File: config.mk
export PLATFORM = sky130hd
export DESIGN_NAME = interval_timer
export DESIGN_NICKNAME = d
export VERILOG_FILES = /design/src/rtl/interval_timer.sv
export SDC_FILE = /design/constraint.sdc
export NUM_CORES = 1
export LEC_CHECK = 0
export BUFFER_PORTS_ARGS = -buffer_cell sky130_fd_sc_hd__buf_4
export CORE_MARGIN = 4
export CORE_UTILIZATION = 41
export CTS_CLUSTER_DIAMETER = 80
export DETAILED_ROUTE_END_ITERATION = 10
export GPL_TIMING_DRIVEN = 0
export MAX_ROUTING_LAYER = met4
export SYNTH_ARGS = -nofsm -noshare
export SYNTH_HDL_FRONTEND = slang
export SYNTH_SLANG_ARGS = --single-unit
File: constraint.sdc
create_clock -name clk -period 6.35 [get_ports clk]
set_input_delay 0.3175 -clock clk [delete_from_list [all_inputs] [get_ports clk]]
set_output_delay 0.3175 -clock clk [all_outputs]
set_load 0.05 [all_outputs]
File: src/rtl/interval_timer.sv
// Programmable up/down interval timer with reload, one-shot/periodic modes and a
// latched interrupt, controlled through four word registers.
module interval_timer #(
   parameter int WIDTH = 32
) (
   input  logic             clk,
   input  logic             rst_n,
   input  logic             we,
   input  logic [1:0]       addr,
   input  logic [WIDTH-1:0] wdata,
   output logic [WIDTH-1:0] rdata,
   output logic             irq,
   output logic             tc_pulse
);

   localparam logic [1:0] A_RELOAD = 2'd0;
   localparam logic [1:0] A_CTRL   = 2'd1;
   localparam logic [1:0] A_COUNT  = 2'd2;
   localparam logic [1:0] A_STATUS = 2'd3;

   typedef enum logic [1:0] {S_IDLE, S_RUN, S_DONE} state_t;

   state_t           state_q, state_d;
   logic [WIDTH-1:0] reload_q, reload_d;
   logic [WIDTH-1:0] count_q, count_d;
   logic [3:0]       ctrl_q, ctrl_d;
   logic             pending_q, pending_d;
   logic             tc_q, tc_d;

   logic reload_wr, ctrl_wr, count_wr, status_wr;
   logic stop_wr, step_en, terminal;
   logic periodic, dir_up;

   assign reload_wr = we && (addr == A_RELOAD);
   assign ctrl_wr   = we && (addr == A_CTRL);
   assign count_wr  = we && (addr == A_COUNT);
   assign status_wr = we && (addr == A_STATUS);
   assign periodic  = ctrl_q[1];
   assign dir_up    = ctrl_q[2];
   assign stop_wr   = ctrl_wr && !wdata[0];

   // A COUNT write or a disable in RUN suppresses both the step and terminal detection.
   assign step_en  = (state_q == S_RUN) && !count_wr && !stop_wr;
   assign terminal = step_en && (dir_up ? (&count_q) : (count_q == '0));

   always_ff @(posedge clk or negedge rst_n) begin
      if (!rst_n) begin
         state_q   <= S_IDLE;
         reload_q  <= '0;
         count_q   <= '0;
         ctrl_q    <= '0;
         pending_q <= 1'b0;
         tc_q      <= 1'b0;
      end else begin
         state_q   <= state_d;
         reload_q  <= reload_d;
         count_q   <= count_d;
         ctrl_q    <= ctrl_d;
         pending_q <= pending_d;
         tc_q      <= tc_d;
      end
   end

   always_comb begin
      state_d = state_q;
      case (state_q)
         S_IDLE, S_DONE: if (ctrl_wr && wdata[0]) state_d = S_RUN;
         S_RUN: begin
            if (stop_wr)                   state_d = S_IDLE;
            else if (terminal && !periodic) state_d = S_DONE;
         end
         default: state_d = S_IDLE;
      endcase
   end

   always_comb begin
      reload_d  = reload_wr ? wdata : reload_q;
      ctrl_d    = ctrl_wr ? wdata[3:0] : ctrl_q;
      count_d   = count_q;
      pending_d = pending_q;
      tc_d      = terminal;

      // One-shot expiry clears en in hardware, overriding any same-edge CTRL write.
      if (terminal && !periodic) ctrl_d[0] = 1'b0;

      if (count_wr) begin
         count_d = wdata;
      end else if (ctrl_wr && wdata[0] && (state_q != S_RUN)) begin
         count_d = reload_q;
      end else if (terminal) begin
         count_d = periodic ? reload_q : count_q;
      end else if (step_en) begin
         count_d = dir_up ? count_q + 1'b1 : count_q - 1'b1;
      end

      // A terminal event on the clearing edge keeps pending set.
      if (terminal)                   pending_d = 1'b1;
      else if (status_wr && wdata[0]) pending_d = 1'b0;
   end

   always_comb begin
      case (addr)
         A_RELOAD: rdata = reload_q;
         A_CTRL:   rdata = {{(WIDTH-4){1'b0}}, ctrl_q};
         A_COUNT:  rdata = count_q;
         default:  rdata = {{(WIDTH-1){1'b0}}, pending_q};
      endcase
   end

   assign irq      = pending_q && ctrl_q[3];
   assign tc_pulse = tc_q;

endmodule

==> metrics.txt, run 1 <==
Initial DRT Pass Iterations 5; met3 Usage GRT 0.03318; # DRC 0; Detailed Route WL 16,510 µm; number of I/O pins a little over 70; crit path capture type flop; synth top area cells dfrtp_1 34%, mux2i_1 8.0%, mux2_2 7.1%; first-pass GRT wire length 26,410 µm; Reg2Reg Depth 11; ys async rst share 1.000; initial drt markers slightly below 500; TNS Setup 0 ns; cts repair resizes 0; r2r startpoint ctrl_q[2]; Max Fclk roughly 240 MHz; # diodes 0; sequential cell area 1802 µm²; Yosys reg bits 72; outcome complete, no violations; DIE HEIGHT 122.4 µm; r2r endpoint count_q[28]; MaxCap Viol Count 0; maximum VDD drop approximately 0.24 mV; reg2reg setup slack around 2.2 ns; layout cells sized above 1 0.2143; EDFF count, synth 0; Final Hold Vio Count 0; top_reg_cell synth dfrtp_1; Final #Nets ~740; Vias/cell a little under 6; Worst Clk Skew between 0.006 and 0.007 ns; Final setup viols 0; Clock Path Buffers 2; initial antenna violation count 0; Post-Syn Instances between 500 and 600; Crit Path Max Fanout 30; max_slew headroom 0.2659; number of global-route vias before repair just under 5,000; total power draw between 0.003 and 0.004 W; largest net degree at the start of global routing 73; Die Wd between 100 and 150 µm; TritonCTS buffer count 9; leading area contributor after synthesis dfrtp_1; worst-margin pin slew roughly 1.1 ns; total grt overflow 0; Clk Latency, worst-skew pair 0.35 ns; Yosys cell types 60; Final ANT Viol Nets 0; Global Route Usage Sum 0.2357; GR Layer Usage met2 0.3346; Core Region between 10,000 and 15,000 µm²; period utilisation layout 0.6478; # Post-CTS Setup Buffers 0; critical path, cell by cell inv_1 -> ha_1 -> nor2b_1 -> o31a_1 -> o31ai_2 -> o41ai_2 -> a221o_1 -> o21ai_1 -> o221ai_1 -> xnor2_1 -> a211oi_1; FILL cells around 1,200; CTS tree done; count leader, synth dfrtp_1; worst hold-check path type primary input to asynchronous set/reset pin; Final Wtd Congestion 0.9520; via count ~5,000; YS warnings 0; synthesized cell area roughly 5400 µm²; H-tree levels 3; synth cell count leaders 72 x dfrtp_1, 60 x nor2_1, 51 x nand2_1; CTS Sinks just over 70; Area Growth Syn to Fin 19.79%; WP data required 6.60 ns; Setup CP Type flop to flop; Clock Tree Root clkbuf_16; RSZ-0062 raised after global routing no; Critical Path AT 4.36 ns; wire per inst just under 20 µm; CTS clk-pin slew, worst paths about 0.06 ns; slowest cell delay on critical path about 0.85 ns; post-synth top area share 0.3357; die area 14,980 µm²; Setup crit start ctrl_q[2]; Slowest-stage cell, CP inv_1; max-slew violations 0; area of the multi-input gates around 3400 µm²; sequential fraction of the synthesis area 0.3357; Post-CTS Hold Fix Bufs 0; Avg Synthesized Cell Area around 9.1 µm²; CP Launch Type flop; most used routing layer met1; P_leak around 3 nW; standard-cell rows between 40 and 50; Initial Util 0.4218; Post-Syn Nets 655; met1 usage 0.3397; shortest period the worst path allows about 4 ns; DP HPWL 12,170 µm; end point of the critical path count_q[28]; power per cell area roughly 510 nW/µm²; port bufs 70
[flip-flops by register name, indices dropped and copies added, names as in the netlist]
register   cells
count_q       32
tc_pulse       1
ctrl_q         4
reload_q      32
state_q        2
pending_q      1
[final cells by class]
class                           count  share of cell area
Timing Repair Buffer               70             0.08174
Buffer                             28             0.02044
Sequential cell                    72              0.2803
Multi-Input combinational cell    477              0.5282
Clock inverter                      3             0.01012
Inverter                           10            0.005839
Tap cell                          172             0.03348
Clock buffer                       12             0.03990
[routing by layer]
metal	routed length, µm	share of wire
met1	7905	0.48
met2	7328	0.44
met3	898	0.054
met4	376	0.023
met5	0	0
[power breakdown]
group | internal (W) | switching (W) | total, W
logic | 0.000811 | 0.00112 | 0.00193
registers | 0.000609 | 0.000207 | 0.000815
clock network | 0.000363 | 0.000193 | 0.000556
[worst min path at each step]
stage               cells after the start       start      endpoint  slack (ns)
floorplan                               0       rst_n    count_q[0]        0.02
global placement                        1  state_q[0]    state_q[0]        0.45
detailed placement                      1  state_q[0]    state_q[0]        0.47
CTS                                     1       rst_n      tc_pulse        0.16
global route                            1       rst_n  reload_q[27]        0.21
finish                                  1       rst_n     ctrl_q[0]        0.12
[stage by stage]
step                setup slack (ns)  hold WS, ns  instances  instance area, µm²    util
finish                         2.237       0.1223        844                6429  0.5053
global route                   1.963       0.2081        844                6429  0.5053
CTS                            2.249       0.1557        844                6429  0.5053
detailed placement             2.273       0.4681        829                6107  0.4800
global placement               2.340       0.4462        829                6107  0.4800
floorplan                      3.097      0.02191        587                5366       -
[critical path: cells and delay by family, from the launching register on]
family                     cells  cell delay [ns]
DFF                            1             0.49
adders and majority gates      1             0.44
buffers and inverters          1             0.85
xor gates and xnor gates       1             0.17
and+or+nand+nor                1             0.16
AOI/OAI and AO/OA              7             1.89
[cell usage in the layout (no fill, tap or decap), types with 6 or more instances in the layout]
| master | n |
|---|---|
| mux2_2 | 34 |
| nor2_1 | 60 |
| buf_4 | 70 |
| nor2b_1 | 7 |
| a21oi_1 | 41 |
| buf_2 | 9 |
| nor4_1 | 9 |
| clkbuf_16 | 9 |
| inv_1 | 10 |
| xor2_1 | 8 |
| o21ai_0 | 39 |
| xnor2_1 | 18 |
| o22ai_1 | 8 |
| dfrtp_1 | 72 |
| a222oi_1 | 6 |
| nor3_1 | 6 |
| nand2_1 | 51 |
| clkbuf_1 | 14 |
| a31oi_1 | 8 |
| o211ai_1 | 9 |
| mux2i_1 | 43 |
| ha_1 | 30 |
| nand4_1 | 12 |
| a21o_1 | 19 |
| a211oi_1 | 8 |
[logic make-up (layout without fill, tap and decap cells)]
logic type / count (synthesis) / count (layout) / share of synthesized area
compound gates: 171 / 171 / 0.2098
simple gates: 171 / 171 / 0.1511
mux: 78 / 78 / 0.1557
flops: 72 / 72 / 0.3357
buf+inv: 38 / 123 / 0.03148
fa+ha+maj: 31 / 31 / 0.07368
xor+xnor: 26 / 26 / 0.04243
(Power assumes the default switching activity.)
==> run 2: changes to the inputs <==
- clock period: 6.35 -> 3.35 ns (I/O delays scaled with it)
==> run 2 against run 1 <==
Global-route usage up 0.34 points. Setup slack got worse by 2.1 ns. Clock-buffer cell count is the same. Clock power increased by 91%. Largest power group unchanged. Critical path depth rose by 2. Highest routed layer unchanged. Via count grew 1.9%. Sequential power rose by 89%. The run now ends with negative hold slack left. Die area is the same. Cell area grew 2.7%.
==> metrics.txt, run 2 (synthesis results as in run 1) <==
CTS tree done; crit path capture type flop; # placed instances a little over 800; max_slew headroom 0.3441; P_leak 3.020 nW; number of global-route vias before repair 5,022; sequential cell area 1803 µm²; Gate power share 0.597; r2r endpoint count_q[31]; Slowest-stage cell, CP dfrtp_2; FILL cells 1,234; total grt overflow 0; TNS Setup 0 ns; initial drt markers between 400 and 500; Global Route Usage Sum 0.2391; Final Hold Vio Count 35; Pint about 0.0035 W; Worst Clk Skew slightly above 0.007 ns; number of I/O pins a little over 70; worst-margin pin slew 0.9838 ns; critical path, cell by cell clkinvlp_4 -> buf_4 -> buf_4 -> ha_1 -> nand2_1 -> nor2_1 -> a21oi_1 -> a32oi_2 -> a31o_2 -> a31oi_1 -> xnor2_1 -> a21oi_1 -> o2bb2a_1; Initial DRT Pass Iterations 5; MaxCap Viol Count 0; Final ANT Viol Nets 0; Core Region ~13,000 µm²; CTS Sinks 72; DIE HEIGHT about 120 µm; Final #Nets 747; # DRC 0; Max Fclk roughly 310 MHz; Area Growth Syn to Fin 22.99%; Die Wd 122.4 µm; commonest non-fill, non-tap cell in the layout buf_4; Clock Path Buffers 2; Vias/cell around 5.9; Net Sw Power 0.002988 W; Crit Path Max Fanout 11; worst hold-check path type primary input to asynchronous set/reset pin; shortest period the worst path allows between 3 and 4 ns; WP data required 3.58 ns; largest net degree at the start of global routing 73; CP Launch Type flop; # diodes 0; max-slew violations 0; CP delay by family, top compound AO/OA/AOI/OAI gates; port bufs 70; outcome complete, but fails checks; TritonCTS buffer count 9; via count between 5,000 and 6,000; Clock Tree Root clkbuf_16; Reg2Reg Depth 13; largest registers count_q x32, reload_q x32, ctrl_q x4; Hold Slack -0.01851 ns; failing checks negative hold slack; period utilisation layout 0.9601; Sequential Power Share 0.239; maximum VDD drop around 0.46 mV; commonest cells after routing, fill and taps aside 81 x buf_4, 71 x dfrtp_1, 60 x nor2_1, 51 x nand2_1, 43 x mux2i_1; Critical Path AT roughly 3.5 ns; slowest cell delay on critical path 0.44 ns; Setup CP Type flop to flop; Final Non-Filler Cells roughly 860; standard-cell rows between 40 and 50; initial antenna violation count 0; die area about 15,000 µm²; power per cell area about 980 nW/µm²; wire per inst about 20 µm; total power draw between 0.006 and 0.007 W; DP HPWL approximately 12,000 µm; CTS clk-pin slew, worst paths about 0.06 ns; Initial Util 0.4218; Clk Latency, worst-skew pair roughly 0.35 ns; area of the multi-input gates roughly 3500 µm²; reg2reg setup slack about 0.13 ns; Final Wtd Congestion between 0.9 and 1; Bufs and invs on worst path 3; layout cells sized above 1 0.2445; Switching Fraction 0.4625; placed inst area roughly 6100 µm²; Final setup viols 0; r2r startpoint ctrl_q[2]; Final Cell Area between 6000 and 7000 µm²; Detailed Route WL between 15,000 and 20,000 µm; power share of the clock group 0.163; Post-CTS Hold Fix Bufs 0; H-tree levels 3; first-pass GRT wire length 26,750 µm
==> run 2: how the worst max path moves through the flow <==
stage / start / end / slack [ns] / depth (start not counted)
2_1_floorplan: ctrl_q[2] / count_q[28] / 0.1 / 11
3_3_place_gp: ctrl_q[2] / count_q[24] / -0.66 / 11
3_5_place_dp: ctrl_q[2] / count_q[24] / -0.73 / 11
4_1_cts: ctrl_q[2] / count_q[31] / 0.02 / 15
5_1_grt: ctrl_q[2] / count_q[31] / -0.04 / 12
6_report: ctrl_q[2] / count_q[31] / 0.13 / 13
==> run 2: worst register-to-register path, stage by stage (launching register included) <==
cell,delay (ns)
dfrtp_2,0.44
clkinvlp_4,0.10
buf_4,0.18
buf_4,0.18
ha_1,0.35
nand2_1,0.21
nor2_1,0.11
a21oi_1,0.29
a32oi_2,0.21
a31o_2,0.28
a31oi_1,0.21
xnor2_1,0.16
a21oi_1,0.09
o2bb2a_1,0.30
==> run 2: routing by layer <==
metal / part of all wire / GRT usage / vias to the layer above
li1: - / - / 2383
met1: 0.47 / 0.3397 / 2470
met2: 0.44 / 0.3408 / 191
met3: 0.065 / 0.03917 / 18
met4: 0.020 / 0.09447 / 0
met5: 0 / - / -
==> run 2: area by class of cell <==
| cell class | instances | area share |
|---|---|---|
| multi-input cells | 477 | 0.5266 |
| flip-flops and latches | 72 | 0.2732 |
| repair buffers | 81 | 0.09213 |
| clock buffers | 12 | 0.03886 |
| well taps | 172 | 0.03261 |
| plain buffers | 27 | 0.01934 |
| clock inverters | 3 | 0.009858 |
| inverters | 10 | 0.006256 |
| repair inverters | 1 | 0.001137 |
==> run 2: power by group through the flow <==
stage | combinational [W] | sequential [W] | clock, W
after floorplan | 0.00285 | 0.00140 | 0
after global placement | 0.00352 | 0.00154 | 0
after detailed placement | 0.00360 | 0.00155 | 0
after CTS | 0.00368 | 0.00154 | 0.00108
after global routing | 0.00423 | 0.00159 | 0.00111
final | 0.00386 | 0.00154 | 0.00106
==> run 2: through the flow <==
| step | util | setup WS [ns] |
|---|---|---|
| after floorplan | - | 0.09667 |
| after global placement | 0.4800 | -0.6600 |
| after detailed placement | 0.4800 | -0.7266 |
| after CTS | 0.5095 | 0.02321 |
| after global routing | 0.5188 | -0.03947 |
| final | 0.5188 | 0.1336 |
==> run 2: repair_timing <==
action / CTS / global route
gates cloned: 1 / 0
pin swaps: 0 / 2
resized for setup: 5 / 11
buffers inserted: 4 / 7
endpoints found under the hold margin: 0 / 0
setup endpoints to repair: 19 / 18
